`src/rtl/regbank_sequencer.sv`:
```
// Instruction sequencer for a register bank and a multi-cycle ALU.
// Flow: IDLE -> DECODE -> EXECUTE -> WRITEBACK, with a NOP shortcut and an ALU timeout abort.
module regbank_sequencer #(
    parameter int TIMEOUT = 15,
    parameter int CNT_W   = 16
) (
    input  logic             clk,
    input  logic             reset_n,
    input  logic [15:0]      instr,
    input  logic             instr_valid,
    output logic             instr_ready,
    input  logic             alu_done,
    output logic [2:0]       alu_op,
    output logic             alu_start,
    output logic [2:0]       srcreg1_sel,
    output logic [2:0]       srcreg2_sel,
    output logic [2:0]       destreg_sel,
    output logic             wr_en,
    output logic             timeout_err,
    output logic [CNT_W-1:0] retired
);

    localparam int TW = $clog2(TIMEOUT + 1);
    localparam logic [2:0] OP_NOP = 3'b111;

    typedef enum logic [1:0] {
        S_IDLE      = 2'd0,
        S_DECODE    = 2'd1,
        S_EXECUTE   = 2'd2,
        S_WRITEBACK = 2'd3
    } state_t;

    state_t           r_state;
    logic [15:4]      r_instr;
    logic             r_ready;
    logic             r_alu_start;
    logic             r_wr_en;
    logic             r_timeout_err;
    logic [TW-1:0]    r_exec_cnt;
    logic [CNT_W-1:0] r_retired;
    logic             w_instr_unused;

    // Bits [3:0] carry no meaning for the sequencer.
    assign w_instr_unused = ^instr[3:0];

    // Sequencer state, captured instruction and all registered outputs.
    always_ff @(posedge clk) begin
        if (!reset_n) begin
            r_state       <= S_IDLE;
            r_instr       <= 12'd0;
            r_ready       <= 1'b1;
            r_alu_start   <= 1'b0;
            r_wr_en       <= 1'b0;
            r_timeout_err <= 1'b0;
            r_exec_cnt    <= '0;
            r_retired     <= '0;
        end else begin
            case (r_state)
                S_IDLE: begin
                    if (instr_valid && r_ready) begin
                        r_instr <= instr[15:4];
                        r_ready <= 1'b0;
                        r_state <= S_DECODE;
                    end
                end
                S_DECODE: begin
                    if (r_instr[15:13] == OP_NOP) begin
                        r_retired <= r_retired + CNT_W'(1);
                        r_ready   <= 1'b1;
                        r_state   <= S_IDLE;
                    end else begin
                        r_alu_start <= 1'b1;
                        r_exec_cnt  <= TW'(1);
                        r_state     <= S_EXECUTE;
                    end
                end
                S_EXECUTE: begin
                    r_alu_start <= 1'b0;
                    // Done wins over timeout on the final permitted cycle.
                    if (alu_done) begin
                        r_wr_en    <= 1'b1;
                        r_exec_cnt <= '0;
                        r_state    <= S_WRITEBACK;
                    end else if (r_exec_cnt == TW'(TIMEOUT)) begin
                        r_timeout_err <= 1'b1;
                        r_exec_cnt    <= '0;
                        r_ready       <= 1'b1;
                        r_state       <= S_IDLE;
                    end else begin
                        r_exec_cnt <= r_exec_cnt + TW'(1);
                    end
                end
                S_WRITEBACK: begin
                    r_wr_en   <= 1'b0;
                    r_retired <= r_retired + CNT_W'(1);
                    r_ready   <= 1'b1;
                    r_state   <= S_IDLE;
                end
                default: begin
                    r_alu_start <= 1'b0;
                    r_wr_en     <= 1'b0;
                    r_exec_cnt  <= '0;
                    r_ready     <= 1'b1;
                    r_state     <= S_IDLE;
                end
            endcase
        end
    end

    assign instr_ready = r_ready;
    assign alu_op      = r_instr[15:13];
    assign destreg_sel = r_instr[12:10];
    assign srcreg1_sel = r_instr[9:7];
    assign srcreg2_sel = r_instr[6:4];
    assign alu_start   = r_alu_start;
    assign wr_en       = r_wr_en;
    assign timeout_err = r_timeout_err;
    assign retired     = r_retired;

endmodule

```
`config.mk`:
```
export PLATFORM = sky130hd
export DESIGN_NAME = regbank_sequencer
export DESIGN_NICKNAME = d
export VERILOG_FILES = /design/src/rtl/regbank_sequencer.sv
export SDC_FILE = /design/constraint.sdc
export NUM_CORES = 1
export LEC_CHECK = 0
export CAP_MARGIN = 20
export CORE_MARGIN = 2
export CORE_UTILIZATION = 46
export DETAILED_ROUTE_END_ITERATION = 10
export PLACE_DENSITY = 0.79
export REMOVE_ABC_BUFFERS = 1
export SYNTH_ARGS = -nofsm -noshare
export SYNTH_HDL_FRONTEND = slang
export SYNTH_SLANG_ARGS = --single-unit
```
`constraint.sdc`:
```
create_clock -name clk -period 2.9 [get_ports clk]
set_input_delay 0.435 -clock clk [delete_from_list [all_inputs] [get_ports clk]]
set_output_delay 0.435 -clock clk [all_outputs]
set_load 0.02 [all_outputs]
```
==> metrics.yaml <==
slew_violations: 0
status: "finished clean"
min_delay_worst_endpoint: "r_instr[6]$_SDFFE_PN0P_"
wl_per_cell_um: 11.87
p_switching_w: 0.0002893
h-tree-depth: 2
swShare_pct: 26.69
drt_iter0_markers: 111
grt_start_max_net_pins: 25
fin_tns_setup_ns: 0
hold_ws_ns: 0.4591
ctsHoldBuffers: 0
fp.dieH_um: 62.71
fmax_mhz: 521.2
finalSetupViolations: 0
die_x_um: 62.71
clock_path_buffers: 2
num_io_pins: 52
ys_ff_latch: 38
ir_drop_uv: 349.3
final_util_pct: 65.19
path_class: "reg -> out"
ys_seq_area_share_pct: 47.99
worst-r2r-cell-count: 4
final_cell_mix: "clkdlybuf4s50_1 (47), dfxtp_1 (38), nand2_1 (34)"
clockRootBuffer: "clkbuf_4"
post-route-period-util_pct: 66.15
rsz0062_at_grt: "false"
power_density_nw_per_um2: 502.2
grt_pass1_vias: 1263
cp-end-kind: "output port"
dieArea_um2: 3932
antenna_found_initial: 0
gp_congestion: 0.7958
yosysWarnings: 0
worst_path_max_delay_cell: "clkdlybuf4s50_1"
cts_made_buffers: 5
hold_path_startpoint: "r_instr[6]$_SDFFE_PN0P_"
pwr-share-comb_pct: 16.1
path_clk_slew_ns: 0.12
synth_edf_count: 0
syn2layout_area_growth_pct: 36.15
rows: 21
synth_ff_type: "dfxtp_1"
path_delay_family: "buffers and inverters"
synthArstFlopShare_pct: 0
worstPathRequired_ns: 2.47
core_um2: 3311
final_common_cell: "clkdlybuf4s50_1"
instances_no_fill: 281
via_per_inst: 5.185
cts_setup_buffers: 0
maxCapViolCount: 0
drc_errors: 0
grt_pass1_wl_mm: 5.533
critPathBufInv: 1
pwr-share-seq_pct: 52.7
antenna_cells: 0
start_util_pct: 47.88
drt_pass1_iterations: 4
tritoncts: "done"
pwr-share-clk_pct: 31.3
cp.arrival_ns: 1.48
slowest_delay_ns: 0.66
clock_sinks: 38
syn_inst: 187
finalWirelength_mm: 3.336
ys_types: 34
fillers: 300
p_leak_nw: 0.7593
cp_max_fo: 5
clock_latency_ns: 0.35
placed_cells: 273
final-hold-violation-count: 0
grt-ovfl-total: 0
fin_skew_ns: 0.01209
r2r_start: "r_state[0]$_SDFFE_PN0P_"
crit_chain: "clkdlybuf4s50_1"
final_nets: 256
drive_above_1_share_pct: 5.532
fin_crit_ns: 1.918
syn_avg_cell_area_um2: 8.477
hpwl_mm: 2.357
io_buffers: 47
grt.total_usage_pct: 17.48
tightest_slew_ns: 0.5119
cp-start-kind: "flip-flop"
reg2reg_to: "retired[13]$_SDFFE_PN0P_"
synth_area_um2: 1585
ant_nets: 0
hold_class: "reg -> reg"
cts_resized: 0
hold_path_depth: 2
slew_headroom_pct: 65.71
intPower_w: 0.0007946
ff2ff_setup_slack_ns: 1.06
vias: 1457
==> worst max path at each step <==
stage	start	end	slack [ns]	cells past startpoint
floorplan	retired[0]$_SDFFE_PN0P_	retired[14]$_SDFFE_PN0P_	1.20	5
global placement	reset_n	retired[6]$_SDFFE_PN0P_	0.81	4
detailed placement	reset_n	retired[6]$_SDFFE_PN0P_	0.81	4
CTS	retired[7]$_SDFFE_PN0P_	retired[7]	0.96	1
global route	retired[7]$_SDFFE_PN0P_	retired[7]	0.91	1
finish	retired[7]$_SDFFE_PN0P_	retired[7]	0.98	1
==> registers in the layout, summed over array words and instances, names as in the netlist <==
signal / cells
retired: 16
r_instr: 12
r_exec_cnt: 4
r_state: 2
alu_start: 1
instr_ready: 1
timeout_err: 1
wr_en: 1
==> per-stage QoR <==
step           setup slack [ns]  instance area [µm²]  power (W)
2_1_floorplan             1.198                 1544  0.0006740
3_3_place_gp             0.8102                 2079  0.0007562
3_5_place_dp             0.8067                 2079  0.0007585
4_1_cts                  0.9599                 2158   0.001095
5_1_grt                  0.9128                 2158   0.001138
6_report                 0.9815                 2158   0.001084
==> tightest hold or removal path: cells and delay by family, from the launching register on <==
family	cells	cell delay (ns)
flip-flops	1	0.32
AND/OR/NAND/NOR	1	0.05
AO/OA/AOI/OAI	1	0.05
==> kinds of logic (layout without fill, tap and decap cells) <==
family	after synthesis	after routing	synth area share (%)
compound gates	47	47	17.21
xor+xnor	7	7	3.867
fa+ha+maj	2	2	1.578
buf+inv	12	60	3.551
flops	38	38	47.99
simple gates	81	81	25.81
==> cell type report <==
cell class | count | area (µm²) | share of cell area (%)
Timing Repair Buffer | 48 | 478.0 | 22.14
Multi-Input combinational cell | 137 | 768.2 | 35.59
Sequential cell | 38 | 760.7 | 35.25
Tap cell | 46 | 57.56 | 2.667
Clock buffer | 8 | 78.83 | 3.652
Inverter | 4 | 15.01 | 0.6957
==> routing by layer <==
metal  vias up  GRT usage [%]  routed length [µm]
met5         -              0                   0
met4         0          6.389                  45
met3         6          5.045                 175
met2        38          29.70                1564
met1       660          20.93                1551
li1        753              -                   -
==> power by group through the flow <==
stage,registers (W),logic [W],clock network [W]
finish,0.000571,0.000174,0.000339
global route,0.000575,0.000192,0.000371
CTS,0.000571,0.000177,0.000347
detailed placement,0.000582,0.000176,0
global placement,0.000582,0.000174,0
floorplan,0.000604,0.0000696,0
==> synth_stat cells, drive strengths merged, types with 3 or more instances <==
cell type	instances	share of area [%]
nand4	4	2.5
or4	6	2.8
o31ai	5	2.4
dfxtp	38	48
inv	3	0.71
nand2	34	8.1
nand3	9	2.8
or3	3	1.2
clkbuf	6	1.4
nand2b	3	1.2
nor2	12	2.8
xor2	5	2.8
and3	4	1.6
a21oi	28	8.8
o21ai	5	1.6
(Power assumes the default switching activity.)
